[src/rtl/ps2_paddle_keys.sv]
// PS/2 keyboard receiver and scan-code decoder.
// Drives held up/down levels for two paddles.
module ps2_paddle_keys #(
  parameter logic [19:0] TIMEOUT_COUNT = 20'd100000,
  parameter logic [7:0]  KEY_P1_UP     = 8'h1D,
  parameter logic [7:0]  KEY_P1_DOWN   = 8'h1B,
  parameter logic [7:0]  KEY_P2_UP     = 8'h75,
  parameter logic [7:0]  KEY_P2_DOWN   = 8'h72
) (
  input  logic       clock,
  input  logic       reset_n,
  input  logic       ps2_clk,
  input  logic       ps2_dat,
  output logic       p1_up,
  output logic       p1_down,
  output logic       p2_up,
  output logic       p2_down,
  output logic       scan_valid,
  output logic [7:0] scan_code,
  output logic       rx_error
);

  typedef enum logic [1:0] {
    S_IDLE,
    S_DATA,
    S_PARITY,
    S_STOP
  } state_t;

  state_t      state, state_nx;
  logic        s1_clk, s2_clk, prev_clk;
  logic        s1_dat, s2_dat;
  logic        fall;
  logic [19:0] tcount;
  logic [7:0]  shift, shift_nx;
  logic [2:0]  bit_cnt, bit_cnt_nx;
  logic        par, par_nx;
  logic        byte_ok, frame_err, timeout;
  logic        ext, ext_nx, brk, brk_nx;
  logic [3:0]  keys_nx;

  assign fall = prev_clk & ~s2_clk;

  // Two-flop synchronisers; pins idle high so they reset high.
  always_ff @(posedge clock or negedge reset_n) begin
    if (!reset_n) begin
      s1_clk   <= 1'b1;
      s2_clk   <= 1'b1;
      prev_clk <= 1'b1;
      s1_dat   <= 1'b1;
      s2_dat   <= 1'b1;
    end else begin
      s1_clk   <= ps2_clk;
      s2_clk   <= s1_clk;
      prev_clk <= s2_clk;
      s1_dat   <= ps2_dat;
      s2_dat   <= s1_dat;
    end
  end

  // Idle-gap counter: cleared by each fall, saturates at the limit.
  always_ff @(posedge clock or negedge reset_n) begin
    if (!reset_n) begin
      tcount <= '0;
    end else if (fall) begin
      tcount <= '0;
    end else if (state != S_IDLE && tcount != TIMEOUT_COUNT) begin
      tcount <= tcount + 20'd1;
    end
  end

  assign timeout = (state != S_IDLE) && !fall &&
                   (tcount == TIMEOUT_COUNT - 20'd1);

  // Receiver state and frame shift register.
  always_ff @(posedge clock or negedge reset_n) begin
    if (!reset_n) begin
      state   <= S_IDLE;
      shift   <= '0;
      bit_cnt <= '0;
      par     <= 1'b0;
    end else begin
      state   <= state_nx;
      shift   <= shift_nx;
      bit_cnt <= bit_cnt_nx;
      par     <= par_nx;
    end
  end

  // Frame sequencing on synchronised PS/2 clock falls.
  always_comb begin
    state_nx   = state;
    shift_nx   = shift;
    bit_cnt_nx = bit_cnt;
    par_nx     = par;
    byte_ok    = 1'b0;
    frame_err  = 1'b0;
    if (timeout) begin
      state_nx = S_IDLE;
    end else if (fall) begin
      unique case (state)
        S_IDLE: begin
          if (!s2_dat) begin
            state_nx   = S_DATA;
            bit_cnt_nx = '0;
          end
        end
        S_DATA: begin
          shift_nx   = {s2_dat, shift[7:1]};
          bit_cnt_nx = bit_cnt + 3'd1;
          if (bit_cnt == 3'd7) state_nx = S_PARITY;
        end
        S_PARITY: begin
          par_nx   = s2_dat;
          state_nx = S_STOP;
        end
        S_STOP: begin
          state_nx = S_IDLE;
          if (s2_dat && (^{shift, par})) byte_ok   = 1'b1;
          else                           frame_err = 1'b1;
        end
      endcase
    end
  end

  // Prefix flags and key table lookup for each good byte.
  always_comb begin
    ext_nx  = ext;
    brk_nx  = brk;
    keys_nx = {p1_up, p1_down, p2_up, p2_down};
    if (frame_err || timeout) begin
      ext_nx = 1'b0;
      brk_nx = 1'b0;
    end else if (byte_ok) begin
      unique case (1'b1)
        (shift == 8'hE0): ext_nx = 1'b1;
        (shift == 8'hF0): brk_nx = 1'b1;
        default: begin
          ext_nx = 1'b0;
          brk_nx = 1'b0;
          if (!ext && shift == KEY_P1_UP)   keys_nx[3] = ~brk;
          if (!ext && shift == KEY_P1_DOWN) keys_nx[2] = ~brk;
          if (ext && shift == KEY_P2_UP)    keys_nx[1] = ~brk;
          if (ext && shift == KEY_P2_DOWN)  keys_nx[0] = ~brk;
        end
      endcase
    end
  end

  // Registered outputs, flags and held key levels.
  always_ff @(posedge clock or negedge reset_n) begin
    if (!reset_n) begin
      ext        <= 1'b0;
      brk        <= 1'b0;
      p1_up      <= 1'b0;
      p1_down    <= 1'b0;
      p2_up      <= 1'b0;
      p2_down    <= 1'b0;
      scan_valid <= 1'b0;
      scan_code  <= '0;
      rx_error   <= 1'b0;
    end else begin
      ext        <= ext_nx;
      brk        <= brk_nx;
      {p1_up, p1_down, p2_up, p2_down} <= keys_nx;
      scan_valid <= byte_ok;
      rx_error   <= frame_err | timeout;
      if (byte_ok) scan_code <= shift;
    end
  end

endmodule

[config.mk]
export PLATFORM = sky130hd
export DESIGN_NAME = ps2_paddle_keys
export DESIGN_NICKNAME = d
export VERILOG_FILES = /design/src/rtl/ps2_paddle_keys.sv
export SDC_FILE = /design/constraint.sdc
export NUM_CORES = 1
export LEC_CHECK = 0
export ABC_AREA = 0
export BUFFER_PORTS_ARGS = -buffer_cell sky130_fd_sc_hd__buf_2
export CAP_MARGIN = 0
export CORE_UTILIZATION = 40
export CTS_CLUSTER_DIAMETER = 50
export DETAILED_ROUTE_END_ITERATION = 8
export PLACE_DENSITY = 0.55
export RECOVER_POWER = 50
export SLEW_MARGIN = 20
export SYNTH_ARGS = -nofsm -noshare
export SYNTH_HDL_FRONTEND = slang
export SYNTH_SLANG_ARGS = --single-unit
[constraint.sdc]
create_clock -name clock -period 3.25 [get_ports clock]
set_input_delay 0 -clock clock [delete_from_list [all_inputs] [get_ports clock]]
set_output_delay 0 -clock clock [all_outputs]
set_load 0.03 [all_outputs]
==> impl_metrics.py, run 1 <==
metrics = {
    "timing": {
        "slew_viol_final": 30,
        "worst_slew_pin_slew_ns": 1.652,
        "max_freq_ghz": 0.4428,
        "setup_viol": 0,
        "fin_crit_sh_pct": 69.49,
        "finalSetupTns_ns": 0,
        "layout_min_cycle_time_ns": 2.258,
        "rsz0062_at_grt": "false",
        "final_hold_viol_count": 0,
        "fin_ws_ns": 0.9916,
        "finalClockSkew_ns": 0.007445,
        "slew_headroom_pct": -10.14,
    },
    "yosys": {
        "yosysMostFrequentCell": "dfrtp_1",
        "yosys.area.top_type_share_pct": 47.01,
        "synth_nets": 250,
        "synth_edf_count": 0,
        "synth_seq_area_share_pct": 51.95,
        "ys.flop_type": "dfrtp_1",
        "postSynth.asyncResetShare_pct": 100.0,
        "synth_top_area_cell": "dfrtp_1",
        "netlist_top_cells_count": "dfrtp_1, nor2_1, mux2_2",
        "ys_seq_elements": 55,
        "syn_inst": 238,
        "synthTopCellsByArea": "dfrtp_1, mux2_2, dfstp_2",
        "netlist_area_mm2": 0.002661,
        "syn_avg_cell_area_um2": 11.18,
        "ys_types": 42,
        "yosys_warnings": 0,
    },
    "setup_path": {
        "critPathKind": "flip-flop to flip-flop",
        "start_kind": "flip-flop",
        "startpoint": "state[0]$_DFFE_PN0P_",
        "r2r_start": "state[0]$_DFFE_PN0P_",
        "crit_family": "simple AND/OR/NAND/NOR gates",
        "required_ns": 3.44,
        "cp-end-kind": "flip-flop",
        "path_max_fanout": 10,
        "path_cells": "inv_1, ha_1, and4b_1, nand4_1, nor4_1, xnor2_1, nor2_1",
        "crit_path_top_delay_cell": "dfrtp_1",
        "r2r_cells": 7,
        "path_buf_inv": 1,
        "critical_path_depth": 7,
        "critPathMaxStageDelay_ns": 0.43,
        "cp.arrival_ns": 2.45,
    },
    "pwr": {
        "p_leak_uw": 0.001334,
        "p_int_uw": 1401,
        "ir_worst_vdd_mv": 0.4936,
        "p_per_area_mw_per_mm2": 774.8,
        "combPwrFrac_pct": 36.9,
        "swShare_pct": 38.27,
        "p_seq_share_pct": 45.3,
        "p_sw_uw": 868.9,
        "clkPwrFrac_pct": 17.8,
    },
    "clock_tree": {
        "cts.clk_slew.worst_paths_ns": 0.11,
        "cts_root_buf": "clkbuf_8",
        "clock_path_buffers": 2,
        "cts.sinks": 55,
        "cts-resized-gates": 0,
        "cts_tree": "done",
        "postCtsSetupBuffers": 0,
        "clkLatencyLatePin_ns": 0.31,
        "cts_buffers": 5,
        "h-tree-depth": 2,
    },
    "global_route": {
        "grt_pass1_vias": 1657,
        "grt_first_pass_wirelength_mm": 8.328,
        "gr-usage-all-layers_pct": 14.66,
        "grt-ovfl-total": 0,
        "antenna_found_initial": 0,
        "grt_max_degree": 30,
    },
    "placement": {
        "portBuffers": 17,
        "dpl_worst_slack_ns": 1.040,
        "hpwl_mm": 3.165,
        "gp_congestion": 0.7600,
    },
    "outcome": {
        "violations": "capacitance limit, slew limit",
        "status": "finished, violations left",
    },
    "floorplan": {
        "rows": 29,
        "die_h_um": 83.57,
        "die_area_mm2": 0.006983,
        "start_util_pct": 41.67,
        "io_pins": 18,
        "die_w_um": 83.57,
        "core_area_mm2": 0.006386,
    },
    "routing": {
        "dr.pass1.iters": 4,
        "drt-initial-drc-count": 83,
        "route.detailed.drc": 0,
        "routed_wl_mm": 4.768,
        "vias": 1747,
        "antenna_left": 0,
        "drt-vias-per-instance": 5.184,
        "wl_per_cell_um": 14.15,
    },
    "finish": {
        "drive_above_1_share_pct": 15.77,
        "post-route-util_pct": 45.89,
        "n_antenna_cell": 0,
        "nets": 271,
        "area_growth_pct": 10.11,
    },
    "job": {
        "drv_cap": 1,
    },
    "hold_path": {
        "min_path_type": "input port to flip-flop",
        "min-delay-start": "ps2_clk",
        "hold_depth": 2,
    },
}
-- power groups by stage --
stage / Clock (uW) / Sequential [uW] / Combinational [uW]
after floorplan: 0 / 1050 / 639
after global placement: 0 / 1040 / 839
after detailed placement: 0 / 1040 / 853
after CTS: 424 / 1030 / 859
after global routing: 446 / 1060 / 924
final: 405 / 1030 / 837
-- layout by cell type, fill, tap and decap left out, types with 3 or more instances in the layout --
cell type,count
nand2_1,14
nor2_1,24
dlygate4sd3_1,3
mux2_2,18
clkbuf_1,15
dfrtp_1,50
clkbuf_8,5
a21oi_1,6
dfstp_2,4
xnor2_1,14
mux2i_1,5
nand4b_1,5
nand3_1,7
xor2_1,4
nand4_1,4
o21ai_0,8
nor3_1,9
ha_1,8
or3_1,4
inv_1,14
-- kinds of logic after synthesis --
logic type / count (synthesis) / share of synthesized area, %
and+or+nand+nor: 86 / 17.96
buffers and inverters: 22 / 3.244
AOI/OAI and AO/OA: 23 / 5.313
DFF: 55 / 51.95
muxes: 23 / 9.497
xor gates and xnor gates: 21 / 8.275
adders and majority gates: 8 / 3.761
-- path summary, 6_finish.rpt --
kind,endpoint,slack (ns)
worst min register to register,s2_dat$_DFF_PN1_,0.37
min in group asynchronous,tcount[0]$_DFFE_PN0P_,0.64
worst min-delay path,s1_clk$_DFF_PN1_,0.32
worst max-delay path,tcount[17]$_DFFE_PN0P_,0.99
max in group asynchronous,bit_cnt[0]$_DFFE_PN0P_,1.19
worst max register to register,tcount[17]$_DFFE_PN0P_,0.99
-- metrics by stage --
stage	cells	hold slack, ns	total power, uW	cell area (um2)
6_report	337	0.3211	2270	2930
3_3_place_gp	326	0.08273	1876	2826
2_1_floorplan	238	-0.2956	1690	2661
5_1_grt	337	0.3000	2430	2930
4_1_cts	337	0.2856	2309	2952
3_5_place_dp	326	0.09073	1895	2826
-- layer usage --
layer,wire [um],part of all wire (%),global-route usage (%)
met1,2565,54,23.26
met2,2044,43,19.66
met3,105,2.2,3.165
met4,53,1.1,4.468
met5,0,0,0
-- registers in the layout (all words and copies together), names as in the netlist --
signal,flops
s1_dat,1
scan_code,8
tcount,20
brk,1
state,2
s2_clk,1
s1_clk,1
shift,8
p1_down,1
par,1
rx_error,1
prev_clk,1
bit_cnt,3
ext,1
s2_dat,1
p2_down,1
scan_valid,1
p1_up,1
p2_up,1
-- worst register-to-register path, delay by kind of cell (launching register included) --
kind / cells / cell delay, ns
AND/OR/NAND/NOR: 4 / 1.15
flip-flops: 1 / 0.43
buffers and inverters: 1 / 0.08
adder cells (fa/ha/maj): 1 / 0.31
XOR/XNOR: 1 / 0.16
-- what timing repair did --
| action | CTS | global route |
|---|---|---|
| endpoints found under the setup margin | 0 | 0 |
| hold buffers | 3 | 0 |
| endpoints found under the hold margin | 30 | 0 |
-- final cells by class --
type	instances	area, um2
flip-flops and latches	55	1383
fillers	617	3456
clock inverters	3	26.28
inverters	14	52.55
repair buffers	22	108.9
multi-input cells	161	1195
well taps	77	96.34
clock buffers	5	68.82
Power figures use the tool's default switching activity.
==> run 2: changes to the inputs <==
clock period = 2.4 ns   (was 3.25 ns; I/O delays follow)
==> impl_metrics.py, run 2 (synthesis gave the netlist of run 1 again) <==
metrics = {
    "job": {
        "drv_cap": 0,
    },
    "hold_path": {
        "hold_depth": 2,
        "min_path_type": "input port to flip-flop",
    },
    "timing": {
        "hold-worst-slack_ns": 0.3270,
        "max_freq_ghz": 0.4535,
        "slew_headroom_pct": 34.38,
        "finalSetupTns_ns": 0,
        "worst_slew_pin_slew_ns": 0.9843,
        "final_hold_viol_count": 0,
        "finalClockSkew_ns": 0.01118,
        "setup_viol": 0,
        "slew_viol_final": 0,
        "layout_min_cycle_time_ns": 2.205,
        "fin_ws_ns": 0.1951,
        "rsz0062_at_grt": "false",
        "fin_crit_sh_pct": 91.87,
    },
    "placement": {
        "gp_congestion": 0.7155,
        "hpwl_mm": 3.431,
        "dpl_worst_slack_ns": 0.1770,
        "dpl-instance-area_mm2": 0.002872,
        "portBuffers": 17,
    },
    "finish": {
        "area_growth_pct": 11.94,
        "reg_top3": "tcount x20, scan_code x8, shift x8",
        "drive_above_1_share_pct": 17.60,
        "final_cell_mix": "dfrtp_1, nor2_1, mux2_2, clkbuf_1",
        "nets": 278,
        "largest_reg_flops": 20,
        "design_area_mm2": 0.002979,
        "n_fill_cell": 606,
        "layout_commonest_cell": "dfrtp_1",
        "n_antenna_cell": 0,
        "largest_register": "tcount",
    },
    "clock_tree": {
        "h-tree-depth": 2,
        "clkLatencyLatePin_ns": 0.31,
        "cts.sinks": 55,
        "cts_root_buf": "clkbuf_8",
        "clock_path_buffers": 2,
        "cts_tree": "done",
        "cts_buffers": 5,
        "cts.clk_slew.worst_paths_ns": 0.11,
    },
    "routing": {
        "drt-initial-drc-count": 99,
        "drt-vias-per-instance": 5.166,
        "vias": 1777,
        "routed_wl_mm": 4.861,
        "antenna_left": 0,
        "route.detailed.drc": 0,
        "dr.pass1.iters": 4,
        "wl_per_cell_um": 14.13,
    },
    "setup_path": {
        "required_ns": 2.63,
        "start_kind": "flip-flop",
        "cp-end-kind": "flip-flop",
        "path_max_fanout": 10,
        "cp.arrival_ns": 2.44,
        "r2r_cells": 6,
        "critPathKind": "flip-flop to flip-flop",
    },
    "floorplan": {
        "rows": 29,
        "start_util_pct": 41.67,
        "io_pins": 18,
        "die_area_mm2": 0.006983,
        "core_area_mm2": 0.006386,
        "die_w_um": 83.57,
        "die_h_um": 83.57,
    },
    "pwr": {
        "p_per_area_mw_per_mm2": 1029,
        "ir_worst_vdd_mv": 0.5434,
        "p_leak_uw": 0.001357,
        "finalPower_uw": 3064,
    },
    "global_route": {
        "antenna_found_initial": 0,
        "grt_pass1_vias": 1718,
        "grt_first_pass_wirelength_mm": 8.493,
        "grt_max_degree": 25,
        "grt-ovfl-total": 0,
        "gr-usage-all-layers_pct": 15.00,
    },
    "outcome": {
        "status": "finished, final reports clean",
    },
}
[run 2: cell types whose count changed in the layout (fill, tap and decap cells not counted), sizes merged]
| cell | delta |
|---|---|
| clkinvlp | +1 |
| clkinv | -1 |
| inv | -1 |
| buf | +6 |
| clkbuf | +2 |
[run 2: path summary, 6_finish.rpt]
kind	from	to	slack, ns
worst max-delay path	state[0]$_DFFE_PN0P_	tcount[10]$_DFFE_PN0P_	0.20
worst min-delay path	ps2_dat	s1_dat$_DFF_PN1_	0.33
worst max register to register	state[0]$_DFFE_PN0P_	tcount[10]$_DFFE_PN0P_	0.20
worst min register to register	s1_dat$_DFF_PN1_	s2_dat$_DFF_PN1_	0.36
max in group asynchronous	reset_n	state[1]$_DFFE_PN0P_	0.79
min in group asynchronous	reset_n	tcount[1]$_DFFE_PN0P_	0.37
[run 2: layer usage]
metal	GRT usage, %	part of all wire [%]	wire length [um]	vias up
met3	3.066	2.5	120	4
met4	3.236	0.82	40	0
met2	21.58	43	2073	21
li1	-	-	-	881
met1	23.23	54	2626	871
met5	0	0	0	-
[run 2: per-stage QoR]
step / instances / util (%)
5_1_grt: 344 / 46.65
3_3_place_gp: 332 / 44.96
4_1_cts: 343 / 46.83
3_5_place_dp: 332 / 44.96
2_1_floorplan: 238 / -
6_report: 344 / 46.65
[run 2: report_power, final]
part	total, uW	internal [uW]	switching (uW)
logic	1170	560	610
registers	1370	1140	230
clock network	523	211	313
[run 2: worst max-delay path, stage by stage, from the launching register on]
cell     delay [ns]
dfrtp_1        0.44
inv_1          0.09
ha_1           0.31
and3b_1        0.30
nand4_1        0.37
or3_1          0.47
a21oi_1        0.17
[run 2: cell type report]
class                      instances  area [um2]  area share [%]
sequential                        55        1383           46.41
clock inverter                     2       16.27          0.5460
timing repair buffer              29       157.7           5.292
tap                               77       96.34           3.234
multi-input combinational        161        1201           40.32
clock buffer                       6       72.57           2.436
inverter                          14       52.55           1.764
[run 2: timing repair]
action                     4_1_cts  5_1_grt
setup endpoints to repair        0        1
setup buffers                    0        1
hold buffers                     3        0
resized for setup                0        1
hold endpoints to repair        18        0
==> run 3: changes to the inputs <==
CAP_MARGIN = not set   (was 0)
PLACE_DENSITY = 0.57   (was 0.55)
TNS_END_PERCENT = 100   (was not set)
clock period = 1.85 ns   (was 2.4 ns; I/O delays follow)
==> impl_metrics.py, run 3 (synthesis gave the netlist of run 1 again) <==
metrics = {
    "outcome": {
        "status": "finished, violations left",
        "violations": "setup timing",
    },
    "finish": {
        "reg_top3": "tcount x20, scan_code x8, shift x8",
        "design_area_mm2": 0.003376,
        "drive_above_1_share_pct": 32.11,
        "n_fill_cell": 560,
        "post-route-util_pct": 52.86,
        "nets": 310,
        "largest_register": "tcount",
        "final_cell_mix": "dfrtp_1, buf_4, nor2_1, mux2_2, xnor2_1",
        "layout_commonest_cell": "dfrtp_1",
        "area_growth_pct": 26.85,
        "largest_reg_flops": 20,
        "n_antenna_cell": 0,
    },
    "routing": {
        "drt-vias-per-instance": 4.976,
        "antenna_left": 0,
        "route.detailed.drc": 0,
        "routed_wl_mm": 5.226,
        "dr.pass1.iters": 4,
        "drt-initial-drc-count": 74,
        "vias": 1871,
        "wl_per_cell_um": 13.90,
    },
    "timing": {
        "rsz0062_at_grt": "true",
        "worst_slew_pin_slew_ns": 1.344,
        "slew_viol_final": 0,
        "fin_ws_ns": -0.1365,
        "layout_min_cycle_time_ns": 1.987,
        "finalSetupTns_ns": -0.9990,
        "max_freq_ghz": 0.5034,
        "slew_headroom_pct": 10.37,
        "fin_crit_sh_pct": 107.4,
        "finalClockSkew_ns": 0.001980,
        "setup_viol": 10,
        "final_hold_viol_count": 0,
    },
    "setup_path": {
        "critPathMaxStageDelay_ns": 0.40,
        "crit_path_top_delay_cell": "dfrtp_1",
        "cp.arrival_ns": 2.19,
        "path_max_fanout": 5,
        "start_kind": "flip-flop",
        "r2r_start": "par$_DFFE_PN0P_",
        "r2r_slack_ns": -0.14,
        "startpoint": "par$_DFFE_PN0P_",
        "cp-end-kind": "flip-flop",
        "required_ns": 2.05,
        "path_cells": "xnor3_1, xnor3_2, xnor2_4, nand4_4, mux2_4",
        "critPathKind": "flip-flop to flip-flop",
    },
    "global_route": {
        "grt_max_degree": 56,
        "busiest_layer": "met1",
        "use_met2_pct": 22.25,
        "met1_usage_pct": 24.30,
        "grt_first_pass_wirelength_mm": 8.769,
        "grt-ovfl-total": 0,
        "gr-usage-all-layers_pct": 15.83,
        "use_met3_pct": 2.374,
        "grt_pass1_vias": 1731,
        "antenna_found_initial": 0,
    },
    "floorplan": {
        "die_w_um": 83.57,
        "die_area_mm2": 0.006983,
        "io_pins": 18,
        "die_h_um": 83.57,
        "start_util_pct": 41.67,
        "core_area_mm2": 0.006386,
        "rows": 29,
    },
    "job": {
        "drv_cap": 0,
    },
    "pwr": {
        "p_per_area_mw_per_mm2": 1546,
        "p_leak_uw": 0.001571,
        "ir_worst_vdd_mv": 1.053,
        "finalPower_uw": 5218,
    },
    "clock_tree": {
        "clock_path_buffers": 2,
        "cts_buffers": 5,
        "clkLatencyLatePin_ns": 0.31,
        "cts_root_buf": "clkbuf_8",
        "cts.sinks": 55,
        "cts_tree": "done",
        "cts.clk_slew.worst_paths_ns": 0.10,
        "h-tree-depth": 2,
    },
    "hold_path": {
        "min_path_type": "input port to flip-flop",
        "min-delay-start": "ps2_clk",
    },
    "placement": {
        "dpl-instance-area_mm2": 0.003072,
        "gp_congestion": 0.7826,
        "portBuffers": 17,
        "hpwl_mm": 3.352,
    },
}
-- run 3: cell types whose count changed in the layout (fill, tap and decap cells not counted), moves of 2 or more --
cell | before | now
o21ai_0 | 8 | 5
buf_4 | 7 | 38
clkbuf_1 | 17 | 11
buf_2 | 2 | 6
or4_4 | 0 | 2
o21ai_1 | 0 | 3
mux2_2 | 18 | 16
bufinv_16 | 0 | 2
mux2_4 | 0 | 2
or4_1 | 2 | 0
-- run 3: layout make-up --
cell class,instances,area (um2),share of cell area (%)
Timing Repair Buffer,60,402.9,11.93
Clock buffer,5,68.82,2.039
Inverter,14,52.55,1.557
Clock inverter,3,67.56,2.001
Tap cell,77,96.34,2.854
Sequential cell,55,1383,40.96
Multi-Input combinational cell,162,1305,38.66
-- run 3: repair_timing --
item	in CTS	in global routing
endpoints found under the hold margin	52	0
cloned	1	0
buffers inserted	2	5
endpoints found under the setup margin	17	29
pin swaps	6	9
hold buffers	3	0
gates resized for setup	9	11
-- run 3: stage by stage --
| step | hold slack, ns | setup slack (ns) | cells |
|---|---|---|---|
| floorplan | -0.2956 | -0.01748 | 238 |
| global placement | 0.1053 | -0.05746 | 357 |
| detailed placement | 0.1077 | -0.1218 | 357 |
| CTS | 0.3137 | -0.1367 | 371 |
| global route | 0.3079 | -0.1862 | 376 |
| finish | 0.3233 | -0.1365 | 376 |
-- run 3: power breakdown --
part | total (uW) | switching, uW | leakage, uW | internal (uW)
clock network | 942 | 403 | 0.0000644 | 540
logic | 2590 | 1220 | 0.000787 | 1370
registers | 1690 | 204 | 0.000719 | 1480
total | 5220 | 1820 | 0.00157 | 3400
-- run 3: path summary, 6_finish.rpt --
check	end	depth (start not counted)
worst max-delay path	scan_code[4]$_DFFE_PN0N_	5
worst min-delay path	s1_clk$_DFF_PN1_	2
worst max register to register	scan_code[4]$_DFFE_PN0N_	5
worst min register to register	s2_clk$_DFF_PN1_	0
max in group asynchronous	tcount[9]$_DFFE_PN0P_	3
min in group asynchronous	tcount[0]$_DFFE_PN0P_	3
-- run 3: worst max-delay path, delay by kind of cell (launching register included) --
| kind | cells | cell delay, ns |
|---|---|---|
| muxes | 1 | 0.34 |
| DFF | 1 | 0.40 |
| and+or+nand+nor | 1 | 0.18 |
| xor gates and xnor gates | 3 | 0.95 |
-- run 3: layer usage --
metal | wire (um) | up-vias
met2 | 2257 | 17
met4 | 89 | 0
li1 | - | 950
met5 | 0 | -
met3 | 110 | 7
met1 | 2769 | 897
